<file path="config.mk">
export PLATFORM = sky130hd
export DESIGN_NAME = data_cache
export DESIGN_NICKNAME = d
export VERILOG_FILES = /design/src/rtl/cache_pkg.sv /design/src/rtl/cache_array.sv /design/src/rtl/data_cache.sv
export SDC_FILE = /design/constraint.sdc
export NUM_CORES = 1
export LEC_CHECK = 0
export CORE_MARGIN = 2
export CORE_UTILIZATION = 60
export CTS_BUF_LIST = sky130_fd_sc_hd__clkbuf_16
export CTS_CLUSTER_DIAMETER = 100
export DETAILED_ROUTE_END_ITERATION = 10
export PLACE_DENSITY = 0.8
export SKIP_LAST_GASP = 1
export SLEW_MARGIN = 20
export SYNTH_ARGS = -nofsm -noshare
export SYNTH_HDL_FRONTEND = slang
export SYNTH_HIERARCHICAL = 1
export SYNTH_SLANG_ARGS = --single-unit
</file>
<file path="constraint.sdc">
create_clock -name clockPulse -period 17.5 [get_ports clockPulse]
set_input_delay 1.75 -clock clockPulse [delete_from_list [all_inputs] [get_ports clockPulse]]
set_output_delay 1.75 -clock clockPulse [all_outputs]
set_load 0.01 [all_outputs]
</file>
<file path="src/rtl/cache_pkg.sv">
// Shared constants, FSM encoding and address-field helpers for the data cache.
package cache_pkg;

    localparam int unsigned DATA_W    = 32;
    localparam int unsigned INDEX_W   = 4;
    localparam int unsigned TAG_W     = 26;
    localparam int unsigned INDEX_LSB = 2;
    localparam int unsigned TAG_LSB   = INDEX_LSB + INDEX_W;

    typedef enum logic [1:0] {
        IDLE       = 2'd0,
        REFILL     = 2'd1,
        WRITE_THRU = 2'd2
    } state_t;

    function automatic logic [INDEX_W-1:0] addr_index(input logic [31:0] a);
        return a[INDEX_LSB +: INDEX_W];
    endfunction

    function automatic logic [TAG_W-1:0] addr_tag(input logic [31:0] a);
        return a[TAG_LSB +: TAG_W];
    endfunction

endpackage

</file>
<file path="src/rtl/cache_array.sv">
// Tag/data/valid storage: one combinational read port, one synchronous write port.
module cache_array
    import cache_pkg::*;
#(
    parameter int unsigned LINES = 16
) (
    input  logic               i_clk,
    input  logic               i_rst_n,
    input  logic [INDEX_W-1:0] i_rd_index,
    output logic               o_rd_valid,
    output logic [TAG_W-1:0]   o_rd_tag,
    output logic [DATA_W-1:0]  o_rd_data,
    input  logic               i_we,
    input  logic [INDEX_W-1:0] i_wr_index,
    input  logic [TAG_W-1:0]   i_wr_tag,
    input  logic [DATA_W-1:0]  i_wr_data
);

    logic [LINES-1:0]  r_valid;
    logic [TAG_W-1:0]  r_tag  [LINES];
    logic [DATA_W-1:0] r_data [LINES];

    // Valid bits: cleared asynchronously, set by any line write.
    always_ff @(posedge i_clk or negedge i_rst_n) begin
        if (!i_rst_n) begin
            r_valid <= '0;
        end else if (i_we) begin
            r_valid[i_wr_index] <= 1'b1;
        end
    end

    // Tag and data storage, unreset; stale contents are masked by valid.
    always_ff @(posedge i_clk) begin
        if (i_we) begin
            r_tag[i_wr_index]  <= i_wr_tag;
            r_data[i_wr_index] <= i_wr_data;
        end
    end

    assign o_rd_valid = r_valid[i_rd_index];
    assign o_rd_tag   = r_tag[i_rd_index];
    assign o_rd_data  = r_data[i_rd_index];

endmodule

</file>
<file path="src/rtl/data_cache.sv">
// Direct-mapped, write-through / no-write-allocate data cache for the MEM stage.
module data_cache
    import cache_pkg::*;
#(
    parameter int unsigned LINES  = 16,
    parameter int unsigned ADDR_W = 32
) (
    input  logic              clockPulse,
    input  logic              resetN,
    input  logic              MemRead,
    input  logic              MemWrite,
    input  logic [ADDR_W-1:0] address,
    input  logic [DATA_W-1:0] writeData,
    output logic              hit,
    output logic [DATA_W-1:0] readData,
    output logic              stall,
    output logic              memReq,
    output logic              memWe,
    output logic [ADDR_W-1:0] memAddr,
    output logic [DATA_W-1:0] memWData,
    input  logic              memReady,
    input  logic [DATA_W-1:0] memRData
);

    state_t             r_state;
    state_t             w_next;
    logic [ADDR_W-1:0]  r_addr;
    logic [DATA_W-1:0]  r_wdata;
    logic               w_latch;

    logic               w_rd_valid;
    logic [TAG_W-1:0]   w_rd_tag;
    logic [DATA_W-1:0]  w_rd_data;
    logic               w_tag_match;

    logic               w_we;
    logic [INDEX_W-1:0] w_wr_index;
    logic [TAG_W-1:0]   w_wr_tag;
    logic [DATA_W-1:0]  w_wr_data;

    cache_array #(
        .LINES (LINES)
    ) u_array (
        .i_clk      (clockPulse),
        .i_rst_n    (resetN),
        .i_rd_index (addr_index(address)),
        .o_rd_valid (w_rd_valid),
        .o_rd_tag   (w_rd_tag),
        .o_rd_data  (w_rd_data),
        .i_we       (w_we),
        .i_wr_index (w_wr_index),
        .i_wr_tag   (w_wr_tag),
        .i_wr_data  (w_wr_data)
    );

    assign w_tag_match = w_rd_valid && (w_rd_tag == addr_tag(address));

    // State register.
    always_ff @(posedge clockPulse or negedge resetN) begin
        if (!resetN) begin
            r_state <= IDLE;
        end else begin
            r_state <= w_next;
        end
    end

    // Request latch, captured when IDLE hands off to a memory transaction.
    always_ff @(posedge clockPulse or negedge resetN) begin
        if (!resetN) begin
            r_addr  <= '0;
            r_wdata <= '0;
        end else if (w_latch) begin
            r_addr  <= address;
            r_wdata <= writeData;
        end
    end

    // Next state, handshake outputs and the single array write port.
    // Store hits and refill completions share the write port; a store hit
    // rewrites the matching tag, which leaves the tag unchanged.
    always_comb begin
        w_next     = r_state;
        hit        = 1'b0;
        stall      = 1'b0;
        memReq     = 1'b0;
        memWe      = 1'b0;
        w_latch    = 1'b0;
        w_we       = 1'b0;
        w_wr_index = addr_index(address);
        w_wr_tag   = addr_tag(address);
        w_wr_data  = writeData;
        case (r_state)
            IDLE: begin
                if (MemWrite) begin
                    stall   = 1'b1;
                    w_latch = 1'b1;
                    w_we    = w_tag_match;
                    w_next  = WRITE_THRU;
                end else if (MemRead) begin
                    if (w_tag_match) begin
                        hit = 1'b1;
                    end else begin
                        stall   = 1'b1;
                        w_latch = 1'b1;
                        w_next  = REFILL;
                    end
                end
            end
            REFILL: begin
                stall      = 1'b1;
                memReq     = 1'b1;
                w_wr_index = addr_index(r_addr);
                w_wr_tag   = addr_tag(r_addr);
                w_wr_data  = memRData;
                if (memReady) begin
                    w_we   = 1'b1;
                    w_next = IDLE;
                end
            end
            WRITE_THRU: begin
                stall  = 1'b1;
                memReq = 1'b1;
                memWe  = 1'b1;
                if (memReady) begin
                    w_next = IDLE;
                end
            end
            default: begin
                w_next = IDLE;
            end
        endcase
    end

    assign readData = hit ? w_rd_data : '0;
    assign memAddr  = r_addr & {{(ADDR_W-2){1'b1}}, 2'b00};
    assign memWData = r_wdata;

endmodule

</file>
# Word level (Yosys, flattened, before mapping)

Memory sizes are Yosys's and may differ from the RTL's.
Index checks and enable logic that the tools add are counted.
Widths: inputs -> output; s select.

Bits in registers: 82
Bits in writable memories: 928
Input port bits: 101
Logic and storage cells: 50
Memories kept: 2

Memories:

| name           | depth | width | read ports | clocked after memory_dff | write ports | RTL line          | text |
|---|---|---|---|---|---|---|---|
| u_array.r_data | 16    | 32    | 1          | 0                        | 1           | cache_array.sv:21 | `logic [DATA_W-1:0] r_data [LINES];` |
| u_array.r_tag  | 16    | 26    | 1          | 0                        | 1           | cache_array.sv:20 | `logic [TAG_W-1:0] r_tag [LINES];` |

Order comparisons: 3
Equal/unequal tests: 6
Muxes and demuxes: 29
Bitwise operators: 1
Reductions and logical operators: 5

Operators by type and width:

| operator           | number |
|---|---|
| $mux 32            | 2 |
| $eq 26x26->1       | 1 |
| $mux 26            | 1 |
| $mux 1             | 16 |
| $or 16x16->16      | 1 |
| $lt 4x5->1 const B | 2 |
| $mux 2             | 4 |
| $ne 3x3->1 const B | 2 |
| $bmux 1 s4         | 1 |
| $demux 1 s4        | 1 |
| $ge 4x1->1 const B | 1 |
| $mux 4             | 1 |
| $pmux 1 s2         | 2 |
| $pmux 2 s2         | 1 |
| $reduce_and 3->1   | 1 |
| $eq 2x1->1 const B | 1 |
| $eq 2x2->1 const B | 1 |
| $logic_and 1x1->1  | 2 |
| $logic_not 2->1    | 1 |
| $ne 2x1->1 const B | 1 |
| $reduce_or 2->1    | 1 |

# Logic depth before layout (Yosys ltp)

Gate-level depths: netlist of the first run.

Word-level depth: 8
Depth in mapped cells: 14

# By module

Netlist of the first run, hierarchy kept.

Modules (own cells, without submodules):

| module      | times used | cells each | area an instance (µm²) | seq. area each (µm²) |
|---|---|---|---|---|
| cache_array | 1          | 1479       | 35293.8                | 28267.1 |
| data_cache  | 1          | 299        | 3791.1                 | 1601.5 |

# Worst setup path after synthesis of the first run

No wires, ideal clock.

Kind: input port to flip-flop
Start point: in address[2]
End point: reg u_array.r_valid[0]
Library setup time: 0.089 ns
Data arrival time: 9.221 ns
Required time: 17.411 ns
Setup slack: 8.190 ns
Stages: 13
Buffers on the path: 3
Cell sequence: buf_2 -> buf_2 -> mux4_2 -> a22oi_1 -> nand2_1 -> xnor2_1 -> nand4_1 -> or4_1 -> buf_2 -> o31ai_1 -> or3b_2 -> nor3_1 -> or2_2

Elaborated cells on any way between the ends: 14
Those cells by class: order compare: 2; eq/ne: 1; mux: 7; bitwise: 1; reduce/logical: 2; memory: 1

RTL lines:

| element                        | RTL line          | text |
|---|---|---|
| start: declaration             | data_cache.sv:12  | `input logic [ADDR_W-1:0] address,` |
| $mem_v2 16x26                  | n/a               |  |
| net w_rd_tag[18]               | data_cache.sv:32  | `logic [TAG_W-1:0] w_rd_tag;` |
| $eq 26x26->1                   | data_cache.sv:56  | `assign w_tag_match = w_rd_valid && (w_rd_tag == addr_tag(address));` |
| $logic_and 1x1->1              | data_cache.sv:56  |  |
| $mux 1                         | data_cache.sv:94  | `if (MemWrite) begin` |
| $pmux 1 s2                     | data_cache.sv:92  | `case (r_state)` |
| net w_we                       | data_cache.sv:36  | `logic w_we;` |
| end signal: assignment         | cache_array.sv:26 | `r_valid <= '0;` |
| end signal: indexed assignment | cache_array.sv:28 | `r_valid[i_wr_index] <= 1'b1;` |
| end: declaration               | cache_array.sv:19 | `logic [LINES-1:0] r_valid;` |

The timed path passes the listed nets, and every way through them passes these cells. The select of a mux whose other input is x is not followed.
A chain may end at the register's enable or synchronous reset.

# Worst setup path in the final report of the first run

Start point: in address[2]
End point: out readData[23]

Longest elaborated chain between the ends: 8
Elaborated cells on any way between the ends: 11
Those cells by class: eq/ne: 1; mux: 7; reduce/logical: 1; memory: 2

RTL lines:

| element           | RTL line          | text |
|---|---|---|
| $mem_v2 16x26     | n/a               |  |
| net w_rd_tag[3]   | data_cache.sv:32  |  |
| $eq 26x26->1      | data_cache.sv:56  |  |
| $logic_and 1x1->1 | data_cache.sv:56  |  |
| $mux 1            | data_cache.sv:100 | `if (w_tag_match) begin` |
| $mux 1            | data_cache.sv:99  | `end else if (MemRead) begin` |
| $mux 1            | data_cache.sv:94  |  |
| $mux 1            | data_cache.sv:92  |  |
| $mux 32           | data_cache.sv:134 | `assign readData = hit ? w_rd_data : '0;` |
| end: declaration  | data_cache.sv:15  | `output logic [DATA_W-1:0] readData,` |

The timed path passes the listed nets, and every way through them passes these cells. The select of a mux whose other input is x is not followed.

==> results of run 1 <==
-- final cells by class --
type	count	area [µm²]
sequential	1008	29870
fill	3598	19220
multi-input combinational	670	8864
clock buffer	101	2527
timing repair buffer	232	2240
tap	855	1070
clock inverter	83	659.4
inverter	3	11.26
-- placed cells by master (no fill, tap or decap), drive strengths merged, types with 28 or more instances in the layout --
cell	netlist	routed
mux2	124	124
dfrtp	80	80
clkinv	0	43
and2	33	33
clkbuf	49	101
clkdlybuf4s50	0	193
a22oi	118	118
buf	49	39
mux4	236	236
edfxtp	928	928
inv	3	28
nand2	64	64
-- worst max-delay path, stage by stage --
cell and delay (ns):
buf_8 0.58, buf_4 0.82, buf_4 0.87, mux4_2 0.61
a22oi_1 0.21, nand2_1 0.10, xnor2_1 0.37, nand4_1 0.20
or4_1 0.75, nor3_4 0.23, buf_4 0.46, and2_1 0.21
clkdlybuf4s50_1 0.59
-- registers in the layout, indices dropped and copies added, names as in the netlist --
register         flops
u_array/r_data     512
u_array/r_tag      416
memWData            32
r_addr              30
r_state              2
u_array/r_valid     16
-- final timing paths --
path                                         end  depth (start not counted)           startpoint
setup / recovery                    readData[23]                         13           address[2]
hold / removal               u_array/r_valid[15]                          1  u_array/r_valid[15]
setup reg to reg           u_array/r_data[5][21]                         10  u_array/r_tag[3][1]
hold reg to reg              u_array/r_valid[15]                          1  u_array/r_valid[15]
max in group asynchronous             r_addr[15]                          2               resetN
min in group asynchronous            memWData[5]                          1               resetN
-- metal layers --
layer	global-route usage [%]	part of all wire [%]	up-vias
met5	0	0	-
met4	9.531	2.8	0
met3	4.618	8.9	175
met2	46.12	52	1170
met1	37.84	37	10380
li1	-	-	7889
-- power groups by stage --
stage	clock network, mW	logic (mW)	registers (mW)
after floorplan	0	0.434	3.04
after global placement	0	0.784	3.02
after detailed placement	0	0.818	3.03
after CTS	2.09	0.832	2.99
after global routing	2.17	0.884	3.00
final	2.07	0.833	2.99
-- through the flow --
stage	cells	hold WS [ns]	setup slack, ns	area [µm²]
6_report	2952	0.4739	7.759	45240
5_1_grt	2952	0.4744	7.221	45240
4_1_cts	2952	0.4724	7.583	45240
3_5_place_dp	2768	0.4493	7.259	42050
3_3_place_gp	2768	0.4453	7.386	42050
2_1_floorplan	1779	0.4337	8.190	39090
-- cells by family (layout without fill, tap and decap cells) --
| family | after synthesis | after routing | share of synthesized area, % |
|---|---|---|---|
| other | 1 | 2 | 0.009594 |
| buffers and inverters | 101 | 419 | 1.303 |
| DFF | 1008 | 1008 | 76.42 |
| and+or+nand+nor | 152 | 152 | 1.937 |
| xor gates and xnor gates | 26 | 26 | 0.5826 |
| muxes | 360 | 360 | 17.17 |
| adders and majority gates | 4 | 4 | 0.1281 |
| AOI/OAI and AO/OA | 126 | 126 | 2.449 |
==> qor.csv, run 1 <==
metric,value,unit
routabilityCongestion,0.7506,
outcome,"finished, final reports clean",
route.final.wire_length,91570,µm
detail_route.first_pass.iterations,6,
final_core_utilization,70.18,%
synth.cells.most_frequent,"edfxtp_1 (928), mux4_2 (236), a22oi_1 (118)",
syn2layout_area_growth,15.75,%
dr.first_iter.drc_count,2302,
ys.flop_type,edfxtp_1,
antenna_violating_nets_post_route,0,
worstSetupEndpointType,output pin,
coreArea,64460,µm²
ir_worst_vdd,0.09316,mV
synth.ff_latch_count,1008,
switching_fraction,24.08,%
clock_tree.buffer_depth,3,
postCtsSetupRepairBufs,0,
clk_transition_reported_paths,0.06,ns
maxSlewViolCount,0,
synth_edf_count,928,
grt_setup_unrepaired,no,
achievable-frequency,0.1027,GHz
die_x,259.2,µm
timing.hold.worst.class,register to register,
starting_density_of_the_core,60.63,%
antenna_violations_before_repair,0,
cts_hold_repair.buffers,0,
drc,0,
final_cycle_share,55.66,%
summed_negative_setup_slack_over_all_endpoints,0,ns
vertical_die_dimension,259.2,µm
clock_sink_count,1008,
finalPower,5.891,mW
hold_viol_final,0,
clk_latency,0.66,ns
routedWlPerCell,31.02,µm
global_route.overflow_total,0,
leakage,14.72,nW
power.share.combinational,14.1,%
drv_cap,0,
yosysMostFrequentCell,edfxtp_1,
ys_types,35,
synth_area,39080,µm²
largest_net_degree_at_the_start_of_global_routing,119,
final_period_minus_worst_setup_slack,9.741,ns
crit_arrival,7.99,ns
p_int,4.472,mW
max-slew-margin-rel,20.40,%
global_route_wire_length_before_repair,134300,µm
yosysWarnings,6,
cts_htree_levels,3,
setup.worst_path.start_class,input pin,
global_route.usage.total,27.69,%
clock-skew-final,0.02529,ns
cts.root.buffer_cell,clkbuf_16,
setup_violations,0,
postSynthCellCount,1778,
syn_avg_cell_area,21.98,µm²
switchingPower,1.419,mW
dr_total_vias,19610,
port_buffers,196,
vias_in_the_first_global_route,20530,
cts-buffers-inserted,98,
cellPowerDensity,130.2,nW/µm²
power_frac_clock,35.2,%
seq_area_frac_synth,76.42,%
dpl.hpwl,44670,µm
post_cts.resized_instances,0,
vias_per_cell,6.644,
critPathRequiredTime,15.75,ns
timing.setup.critical_path_class,input pin to output pin,
ioPinCount,201,
layout-drive-gt1-share,26.66,%
tritoncts_clock_tree,built,
rows,93,
leading_post_synthesis_cells_by_cell_area,"edfxtp_1 (71%), mux4_2 (14%), dfrtp_1 (5.1%)",
fp.dieArea,67200,µm²
finish.net_count,2118,
power.sequential.fraction,50.7,%
ff2ff_setup_slack,11.16,ns
timing.critical_path.fanout_max,70,
area_share_of_the_largest_cell_type_after_synthesis,71.30,%
synth_top_area_cell,edfxtp_1,
worst-slew-pin-transition,1.184,ns
antenna_cells_inserted,0,
async_reset_ff_share,7.937,%
(Power assumes the default switching activity.)
==> run 2: changes to the inputs <==
clock period = 9.8 ns   (was 17.5 ns; I/O delays follow)
==> run 2 against run 1 <==
Critical path depth fell by 1. Via count grew 0.86%. Clock power up 77%. Worst setup slack worse by 5.7 ns. Count of clock-buffer cells in the layout shrank 5. Critical path type unchanged. Highest routed layer unchanged.
==> qor.csv, run 2 (synthesized netlist as in run 1, its figures left out) <==
metric,value,unit,change
timing.critical_path.fanout_max,30,,was 70
outcome,"finished, final reports clean",,unchanged
postCtsSetupRepairBufs,0,,unchanged
largest_register_ffs,512,,unchanged
final_core_utilization,70.37,%,was 70.18%
vias_per_cell,6.676,,was 6.644
dpl.hpwl,47790,µm,was 44670 µm
finalPower,10.49,mW,was 5.891 mW
max_flop_register,u_array/r_data,,unchanged
crit_arrival,6.81,ns,was 7.99 ns
clk_transition_reported_paths,0.06,ns,about the same
rows,93,,unchanged
maxSlewViolCount,0,,unchanged
clk_latency,0.67,ns,was 0.66 ns
worst-slew-pin-transition,1.139,ns,was 1.184 ns
setup_violations,0,,unchanged
timing.hold.worst.class,input pin to async pin,,was register to register
drc,0,,unchanged
cp_top_family,simple AND/OR/NAND/NOR gates,,was buffers and inverters
finish.cell_count_without_fillers,2963,,was 2952
cts_hold_repair.buffers,0,,unchanged
ioPinCount,201,,unchanged
cts_htree_levels,3,,unchanged
crit_slowest_cell,and2_2,,was buf_4
worstSetupEndpointType,output pin,,unchanged
cellPowerDensity,231.2,nW/µm²,was 130.2 nW/µm²
antenna_violations_before_repair,1,,was 0
routedWlPerCell,31.50,µm,was 31.02 µm
dr.first_iter.drc_count,2653,,was 2302
final_cycle_share,79.46,%,
critPathMaxStageDelay,1.01,ns,was 0.87 ns
post_cts.resized_instances,0,,unchanged
port_buffers,196,,unchanged
critical_path.cell_chain,clkdlybuf4s50_1 -> and2_2 -> buf_4 -> a22oi_1 -> nand2_1 -> xnor2_1 -> nand4_1 -> or4_1 -> nor3_4 -> buf_4 -> and2_1 -> clkdlybuf4s50_1,,was buf_8 -> buf_4 -> buf_4 -> mux4_2 -> a22oi_1 -> nand2_1 -> xnor2_1 -> nand4_1 -> or4_1 -> nor3_4 -> buf_4 -> and2_1 -> clkdlybuf4s50_1
cts-buffers-inserted,96,,was 98
final_period_minus_worst_setup_slack,7.787,ns,
cts.root.buffer_cell,clkbuf_16,,unchanged
critPathRequiredTime,8.82,ns,was 15.75 ns
tritoncts_clock_tree,built,,unchanged
routabilityCongestion,0.7602,,was 0.7506
dpl.cell_count,2783,,was 2768
timing.setup.critical_path_class,input pin to output pin,,unchanged
dr_total_vias,19780,,was 19610
global_route.overflow_total,0,,unchanged
achievable-frequency,0.1284,GHz,
antenna_violating_nets_post_route,0,,unchanged
most-common-layout-cells,"edfxtp_1 (928), mux4_2 (236), clkdlybuf4s50_1 (193), a22oi_1 (118), mux2_2 (107)",,unchanged
max-slew-margin-rel,24.04,%,was 20.40%
vias_in_the_first_global_route,21100,,was 20530
clock_sink_count,1008,,unchanged
detail_route.first_pass.iterations,6,,unchanged
grt_setup_unrepaired,no,,unchanged
antenna_cells_inserted,0,,unchanged
setup.worst_path.start_class,input pin,,unchanged
cp.buffers_inverters,4,,was 5
clock-skew-final,0.03691,ns,was 0.02529 ns
largest_net_degree_at_the_start_of_global_routing,102,,was 119
coreArea,64460,µm²,unchanged
drv_cap,0,,unchanged
global_route.usage.total,28.20,%,was 27.69%
layout_commonest_cell,edfxtp_1,,unchanged
die_x,259.2,µm,unchanged
vertical_die_dimension,259.2,µm,unchanged
clock_tree.buffer_depth,3,,unchanged
layout-drive-gt1-share,27.18,%,was 26.66%
finish.net_count,2132,,was 2118
fp.dieArea,67200,µm²,unchanged
leakage,14.79,nW,was 14.72 nW
summed_negative_setup_slack_over_all_endpoints,0,ns,unchanged
route.final.wire_length,93340,µm,was 91570 µm
global_route_wire_length_before_repair,136100,µm,was 134300 µm
hold_viol_final,0,,unchanged
ir_worst_vdd,0.1655,mV,was 0.09316 mV
syn2layout_area_growth,16.06,%,was 15.75%
starting_density_of_the_core,60.63,%,unchanged
-- run 2: cell count changes in the layout (fill, tap and decap cells not counted), sizes merged --
cell / delta
inv: +5
clkbuf: -5
buf: +16
clkinv: -5
-- run 2: final cells by class --
class,instances,area [µm²]
clock buffers,96,2402
repair buffers,248,2430
multi-input cells,670,8864
flip-flops and latches,1008,29870
fillers,3619,19100
well taps,855,1070
clock inverters,83,718.2
inverters,3,11.26
-- run 2: stage by stage --
| step | hold WS [ns] | setup slack, ns | instance area, µm² |
|---|---|---|---|
| final | 0.2327 | 2.013 | 45360 |
| after global routing | 0.2440 | 1.848 | 45360 |
| after CTS | 0.2185 | 2.121 | 45340 |
| after detailed placement | 0.4509 | 2.211 | 42220 |
| after global placement | 0.4458 | 2.246 | 42220 |
| after floorplan | 0.4337 | 1.260 | 39090 |
-- run 2: layer usage --
metal  global-route usage (%)  vias up  part of all wire, %
met5                        0        -                    0
met4                    10.97        0                  3.5
met3                    6.385      207                  9.6
met2                    47.21     1302                   51
met1                    36.53    10350                   36
li1                         -     7920                    -
-- run 2: final timing paths --
kind                            slack [ns]                    to                 from  cells after the start
worst max-delay path                  2.01          readData[20]           address[4]                     12
worst min-delay path                  0.23           memWData[5]               resetN                      1
worst max register to register        4.07  u_array/r_tag[3][25]  u_array/r_tag[3][3]                     10
worst min register to register        0.48    u_array/r_valid[3]   u_array/r_valid[3]                      1
max in group asynchronous             8.28            r_addr[21]               resetN                      2
min in group clockPulse               0.48    u_array/r_valid[3]   u_array/r_valid[3]                      1
-- run 2: power breakdown --
part           leakage (nW)  internal, mW  switching (mW)
clock                  1.61          2.06            1.60
combinational          3.87         0.670           0.824
sequential             9.30          5.19           0.148
